===== src/rtl/alu_pkg.sv =====
// Shared ALU definitions: default widths, ALU control codes and the requester tag.
// Imported by the arbiter top and its grant sub-module.
package alu_pkg;

  localparam int ALU_WIDTH  = 32;
  localparam int ALU_CTRL_W = 4;

  localparam logic [ALU_CTRL_W-1:0] ALU_AND = 4'b0000;
  localparam logic [ALU_CTRL_W-1:0] ALU_OR  = 4'b0001;
  localparam logic [ALU_CTRL_W-1:0] ALU_ADD = 4'b0010;
  localparam logic [ALU_CTRL_W-1:0] ALU_SUB = 4'b0110;
  localparam logic [ALU_CTRL_W-1:0] ALU_SLT = 4'b0111;
  localparam logic [ALU_CTRL_W-1:0] ALU_NOR = 4'b1100;

  typedef enum logic {
    TAG_REQ0 = 1'b0,
    TAG_REQ1 = 1'b1
  } req_tag_t;

endpackage


===== src/rtl/alu_arb_grant.sv =====
// Two-input grant logic for the shared ALU. ALU_ARB_RR_EN selects round-robin
// (with a priority pointer); otherwise requester 0 has fixed priority.
module alu_arb_grant
  import alu_pkg::*;
(
  input  logic       clk,
  input  logic       rst_n,
  input  logic [1:0] valid,
  input  logic       accept,
  output logic [1:0] grant
);

`ifdef ALU_ARB_RR_EN
  // Pointer names the requester served most recently; reset favours requester 0.
  req_tag_t last;

  always_ff @(posedge clk or negedge rst_n) begin
    if (!rst_n) begin
      last <= TAG_REQ1;
    end else if (accept) begin
      last <= grant[1] ? TAG_REQ1 : TAG_REQ0;
    end
  end

  always_comb begin
    grant = valid;
    if (&valid) begin
      grant = (last == TAG_REQ1) ? 2'b01 : 2'b10;
    end
  end
`else
  logic unused_ctl;
  assign unused_ctl = ^{clk, rst_n, accept};
  assign grant      = {valid[1] & ~valid[0], valid[0]};
`endif

endmodule


===== src/rtl/alu_arbiter.sv =====
// Arbitrates the shared ALU between two requesters: issue register feeding the ALU,
// then one response slot per requester. Grant policy set by ALU_ARB_RR_EN.
module alu_arbiter
  import alu_pkg::*;
#(
  parameter int WIDTH  = ALU_WIDTH,
  parameter int CTRL_W = ALU_CTRL_W
) (
  input  logic              clk,
  input  logic              rst_n,
  input  logic              req0_valid,
  output logic              req0_ready,
  input  logic [WIDTH-1:0]  req0_a,
  input  logic [WIDTH-1:0]  req0_b,
  input  logic [CTRL_W-1:0] req0_ctrl,
  input  logic              req1_valid,
  output logic              req1_ready,
  input  logic [WIDTH-1:0]  req1_a,
  input  logic [WIDTH-1:0]  req1_b,
  input  logic [CTRL_W-1:0] req1_ctrl,
  output logic              rsp0_valid,
  input  logic              rsp0_ready,
  output logic [WIDTH-1:0]  rsp0_result,
  output logic              rsp0_zero,
  output logic              rsp1_valid,
  input  logic              rsp1_ready,
  output logic [WIDTH-1:0]  rsp1_result,
  output logic              rsp1_zero,
  output logic [WIDTH-1:0]  alu_a,
  output logic [WIDTH-1:0]  alu_b,
  output logic [CTRL_W-1:0] alu_ctrl,
  input  logic [WIDTH-1:0]  alu_result,
  input  logic              alu_zero
);

  logic [1:0] grant;
  logic       slot_free0, slot_free1;
  logic       s1_valid;
  req_tag_t   s1_tag;
  logic       s1_adv;
  logic       accept;
  logic       load0, load1;

  assign slot_free0 = !rsp0_valid || rsp0_ready;
  assign slot_free1 = !rsp1_valid || rsp1_ready;
  assign s1_adv     = !s1_valid || ((s1_tag == TAG_REQ1) ? slot_free1 : slot_free0);

  assign req0_ready = grant[0] && s1_adv;
  assign req1_ready = grant[1] && s1_adv;
  assign accept     = (req0_valid && req0_ready) || (req1_valid && req1_ready);

  assign load0 = s1_valid && (s1_tag == TAG_REQ0) && slot_free0;
  assign load1 = s1_valid && (s1_tag == TAG_REQ1) && slot_free1;

  alu_arb_grant u_grant (
    .clk    (clk),
    .rst_n  (rst_n),
    .valid  ({req1_valid, req0_valid}),
    .accept (accept),
    .grant  (grant)
  );

  // Stage 1: issue register driving the ALU; operands hold when the stage empties.
  always_ff @(posedge clk or negedge rst_n) begin
    if (!rst_n) begin
      s1_valid <= 1'b0;
      s1_tag   <= TAG_REQ0;
      alu_a    <= '0;
      alu_b    <= '0;
      alu_ctrl <= '0;
    end else if (accept) begin
      s1_valid <= 1'b1;
      s1_tag   <= grant[1] ? TAG_REQ1 : TAG_REQ0;
      alu_a    <= grant[1] ? req1_a    : req0_a;
      alu_b    <= grant[1] ? req1_b    : req0_b;
      alu_ctrl <= grant[1] ? req1_ctrl : req0_ctrl;
    end else if (s1_adv) begin
      s1_valid <= 1'b0;
    end
  end

  // Stage 2: per-requester response slots; a load wins over a same-cycle drain.
  always_ff @(posedge clk or negedge rst_n) begin
    if (!rst_n) begin
      rsp0_valid  <= 1'b0;
      rsp0_result <= '0;
      rsp0_zero   <= 1'b0;
    end else if (load0) begin
      rsp0_valid  <= 1'b1;
      rsp0_result <= alu_result;
      rsp0_zero   <= alu_zero;
    end else if (rsp0_ready) begin
      rsp0_valid  <= 1'b0;
    end
  end

  always_ff @(posedge clk or negedge rst_n) begin
    if (!rst_n) begin
      rsp1_valid  <= 1'b0;
      rsp1_result <= '0;
      rsp1_zero   <= 1'b0;
    end else if (load1) begin
      rsp1_valid  <= 1'b1;
      rsp1_result <= alu_result;
      rsp1_zero   <= alu_zero;
    end else if (rsp1_ready) begin
      rsp1_valid  <= 1'b0;
    end
  end

endmodule


===== config.mk =====
export PLATFORM = sky130hd
export DESIGN_NAME = alu_arbiter
export DESIGN_NICKNAME = d
export VERILOG_FILES = /design/src/rtl/alu_pkg.sv /design/src/rtl/alu_arb_grant.sv /design/src/rtl/alu_arbiter.sv
export SDC_FILE = /design/constraint.sdc
export NUM_CORES = 1
export LEC_CHECK = 0
export ABC_AREA = 0
export ABC_CLOCK_PERIOD_IN_PS = 1970
export CAP_MARGIN = 20
export CORE_AREA = 2 2 131 133
export CTS_CLUSTER_SIZE = 30
export DETAILED_ROUTE_END_ITERATION = 6
export DIE_AREA = 0 0 133 135
export GPL_TIMING_DRIVEN = 0
export PLACE_DENSITY = 0.85
export SLEW_MARGIN = 20
export SYNTH_ARGS = -nofsm -noshare
export SYNTH_HDL_FRONTEND = slang
export SYNTH_SLANG_ARGS = --single-unit
export TNS_END_PERCENT = 1

===== constraint.sdc =====
create_clock -name clk -period 1.97 [get_ports clk]
set_clock_uncertainty 0.15 [all_clocks]
set_input_delay 0.2955 -clock clk [delete_from_list [all_inputs] [get_ports clk]]
set_output_delay 0.2955 -clock clk [all_outputs]
set_load 0.02 [all_outputs]

==> impl_metrics.py <==
metrics = {
    "synth": {
        "synth_top_cell_area_share_pct": 50.8,
        "netlist_top_cells_area": "dfrtp_1 51%, mux2_2 11%, a211o_1 8.8%",
        "synth_top_area_cell": "dfrtp_1",
        "syn_avg_cell_area_um2": 10.8,
        "synth_cell_types": 24,
        "synth_cells": 631,
        "synth_seq_cells": 138,
        "netlist_area_um2": 6800,
        "synth_warnings": 0,
        "syn-num-nets": 806,
        "synth_seq_area_share_pct": 50.8,
    },
    "detailed_routing": {
        "antenna_left": 0,
        "avgRoutedWirePerCell_um": 19.0,
        "route.detailed.drc": 0,
        "met1Wirelength_um": 9340,
        "drt-initial-drc-count": 400,
        "wl_met2_um": 11400,
        "top_layer": "met4",
        "vias_per_cell": 5.28,
        "vias": 6340,
        "route.met3.wl_um": 1590,
        "first_pass_iters": 6,
        "wl_um": 22800,
    },
    "setup_path": {
        "critical_path_required_ns": 1.52,
        "crit_chain": "and4bb_2 > buf_6 > or2_4 > nor3b_2 > buf_4",
        "cp-start-kind": "flip-flop",
        "crit_slowest_cell": "dfrtp_1",
        "arrival_ns": 1.78,
        "crit_type": "flip-flop to output port",
        "cp_max_fo": 4,
        "worst-path-buf-inv": 2,
        "critPathTopFamily": "simple AND/OR/NAND/NOR gates",
        "max_stage_delay_ns": 0.42,
        "endpoint_kind": "output port",
    },
    "job": {
        "cap_viol_max_count": 0,
    },
    "layout": {
        "nFillCells": 1257,
        "n_antenna_cell": 0,
        "area_growth_pct": 61.6,
        "drive_gt1_share_pct": 16.9,
        "final_common_cell": "clkdlybuf4s50_1",
        "final_cell_mix": "307 x clkdlybuf4s50_1, 138 x dfrtp_1, 137 x nand2_1, 68 x nand3b_1, 68 x a211o_1",
        "final_nets": 1143,
    },
    "die": {
        "io_pins": 313,
        "die_h_um": 135,
        "start_util_pct": 41.4,
        "die_area_um2": 18000,
        "std_cell_rows": 47,
        "coreArea_um2": 16400,
        "die_w_um": 133,
    },
    "run_status": {
        "status": "complete, but fails checks",
        "violations": "setup timing",
    },
    "placement": {
        "place.detailed.hpwl_um": 16800,
        "gp_congestion": 0.836,
        "dpl_worst_slack_ns": -1.01,
        "portBuffers": 311,
    },
    "timing": {
        "finalSetupTns_ns": -0.437,
        "maxSlewHeadroom_pct": 55.7,
        "max_freq_ghz": 0.450,
        "holdWs_ns": 0.257,
        "rsz0062_at_grt": "yes",
        "drv_slew": 0,
        "fin_crit_ns": 2.22,
        "final_hold_viol_count": 0,
        "post-route-period-util_pct": 113,
        "setup_viol": 2,
        "tightestPinTransition_ns": 0.664,
        "worst_slack_ns": -0.251,
    },
    "global_route": {
        "grt_start_max_net_pins": 75,
        "antenna_found_initial": 0,
        "gr-total-overflow": 0,
        "grt_pass1_vias": 6463,
        "grt_pass1_wl_um": 35600,
        "grt_usage_pct": 25.5,
    },
    "clocking": {
        "cts_tree": "built",
        "cts_max_path_buffers": 2,
        "clk_transition_reported_paths_ns": 0.06,
        "cts_htree_levels": 4,
        "cts.sinks": 138,
        "clk_latency_ns": 0.41,
        "cts_root_buf": "clkbuf_16",
        "cts-buffers-inserted": 17,
    },
    "power": {
        "ir_drop_mv": 0.792,
        "p_switching_mw": 4.96,
        "switching_share_pct": 35.2,
        "comb_power_share_pct": 44.2,
        "sequentialPowerShare_pct": 31.7,
        "p_per_area_nw_per_um2": 1280,
        "p_clk_share_pct": 24.2,
        "leakagePower_nw": 4.88,
        "p_int_mw": 9.14,
    },
    "hold_path": {
        "hold_class": "input pin to flip-flop",
    },
}
tightest hold or removal path, cell delays in order:
cell and delay [ns]:
buf_2 0.20, nand3b_1 0.12, a211o_1 0.11, nand2_1 0.05
flip-flops by register name (all words and copies together) (netlist names):
name         count
alu_ctrl         4
alu_b           32
rsp0_valid       1
s1_valid         1
rsp1_valid       1
alu_a           32
s1_tag           1
rsp0_zero        1
rsp0_result     32
rsp1_result     32
rsp1_zero        1
area by class of cell:
cell class / instances / area, µm² / area share, %
clock inverter: 15 / 203 / 1.84
buffer: 67 / 392 / 3.56
tap: 220 / 275 / 2.51
inverter: 4 / 15.0 / 0.137
clock buffer: 17 / 425 / 3.87
sequential: 138 / 3450 / 31.4
timing repair buffer: 318 / 3200 / 29.1
multi-input combinational: 422 / 3030 / 27.5
power groups by stage:
stage	Sequential (mW)	Combinational (mW)	Clock, mW
3_5_place_dp	4.49	6.15	0
2_1_floorplan	5.74	1.75	0
3_3_place_gp	4.44	6.08	0
6_report	4.46	6.23	3.41
5_1_grt	4.61	6.58	3.58
4_1_cts	4.46	6.24	3.46
cell usage after synthesis:
| library cell | number |
|---|---|
| buf_4 | 8 |
| nand3b_1 | 68 |
| dfrtp_1 | 138 |
| mux2_2 | 66 |
| or2_1 | 1 |
| buf_2 | 34 |
| nand2_1 | 137 |
| buf_6 | 3 |
| nor2_1 | 1 |
| buf_1 | 3 |
| or3_1 | 1 |
| clkbuf_1 | 19 |
| nand2b_1 | 1 |
| a211o_1 | 68 |
| o31ai_1 | 68 |
| and2_1 | 1 |
| a21oi_2 | 2 |
| nor2_2 | 1 |
| inv_1 | 4 |
| and4bb_1 | 1 |
| o21ai_0 | 2 |
| nor3b_1 | 2 |
| and4b_1 | 1 |
| a2bb2oi_1 | 1 |
cells by family after synthesis:
logic type,share of synthesized area [%]
muxes,10.9
buffers and inverters,5.32
DFF,50.8
AOI/OAI and AO/OA,16.8
and+or+nand+nor,16.1
worst paths after layout:
check / endpoint / startpoint / depth (start not counted) / slack, ns
max: req1_ready / rsp0_valid$_DFFE_PN0P_ / 5 / -0.25
max reg2reg: alu_b[17]$_DFFE_PN0P_ / rsp0_valid$_DFFE_PN0P_ / 7 / 0.05
min: alu_ctrl[2]$_DFFE_PN0P_ / req1_valid / 4 / 0.26
min reg2reg: alu_a[14]$_DFFE_PN0P_ / alu_a[14]$_DFFE_PN0P_ / 2 / 0.34
max in group asynchronous: alu_b[20]$_DFFE_PN0P_ / rst_n / 3 / 0.65
min in group asynchronous: rsp0_result[21]$_DFFE_PN0P_ / rst_n / 2 / 0.30
per-stage QoR:
stage          utilization [%]  power (mW)  instances  cell area, µm²
2_1_floorplan                -        7.49        631            6800
3_3_place_gp              62.1        10.5       1162           10200
3_5_place_dp              62.3        10.6       1163           10200
4_1_cts                   66.6        14.2       1200           10900
5_1_grt                   67.0        14.8       1201           11000
6_report                  67.0        14.1       1201           11000
what timing repair did:
| action | in CTS | in global routing |
|---|---|---|
| hold buffers | 1 | 0 |
| setup buffers | 4 | 1 |
| endpoints found under the hold margin | 64 | 0 |
| resized for setup | 25 | 15 |
| endpoints found under the setup margin | 2 | 23 |
| pin swaps | 3 | 2 |
per-layer routing:
layer / up-vias / global-route usage, %
li1: 2965 / -
met1: 3066 / 32.5
met2: 271 / 42.9
met3: 38 / 5.97
met4: 0 / 8.90
met5: - / 0
Note: power is estimated with default switching activity, not from simulation.
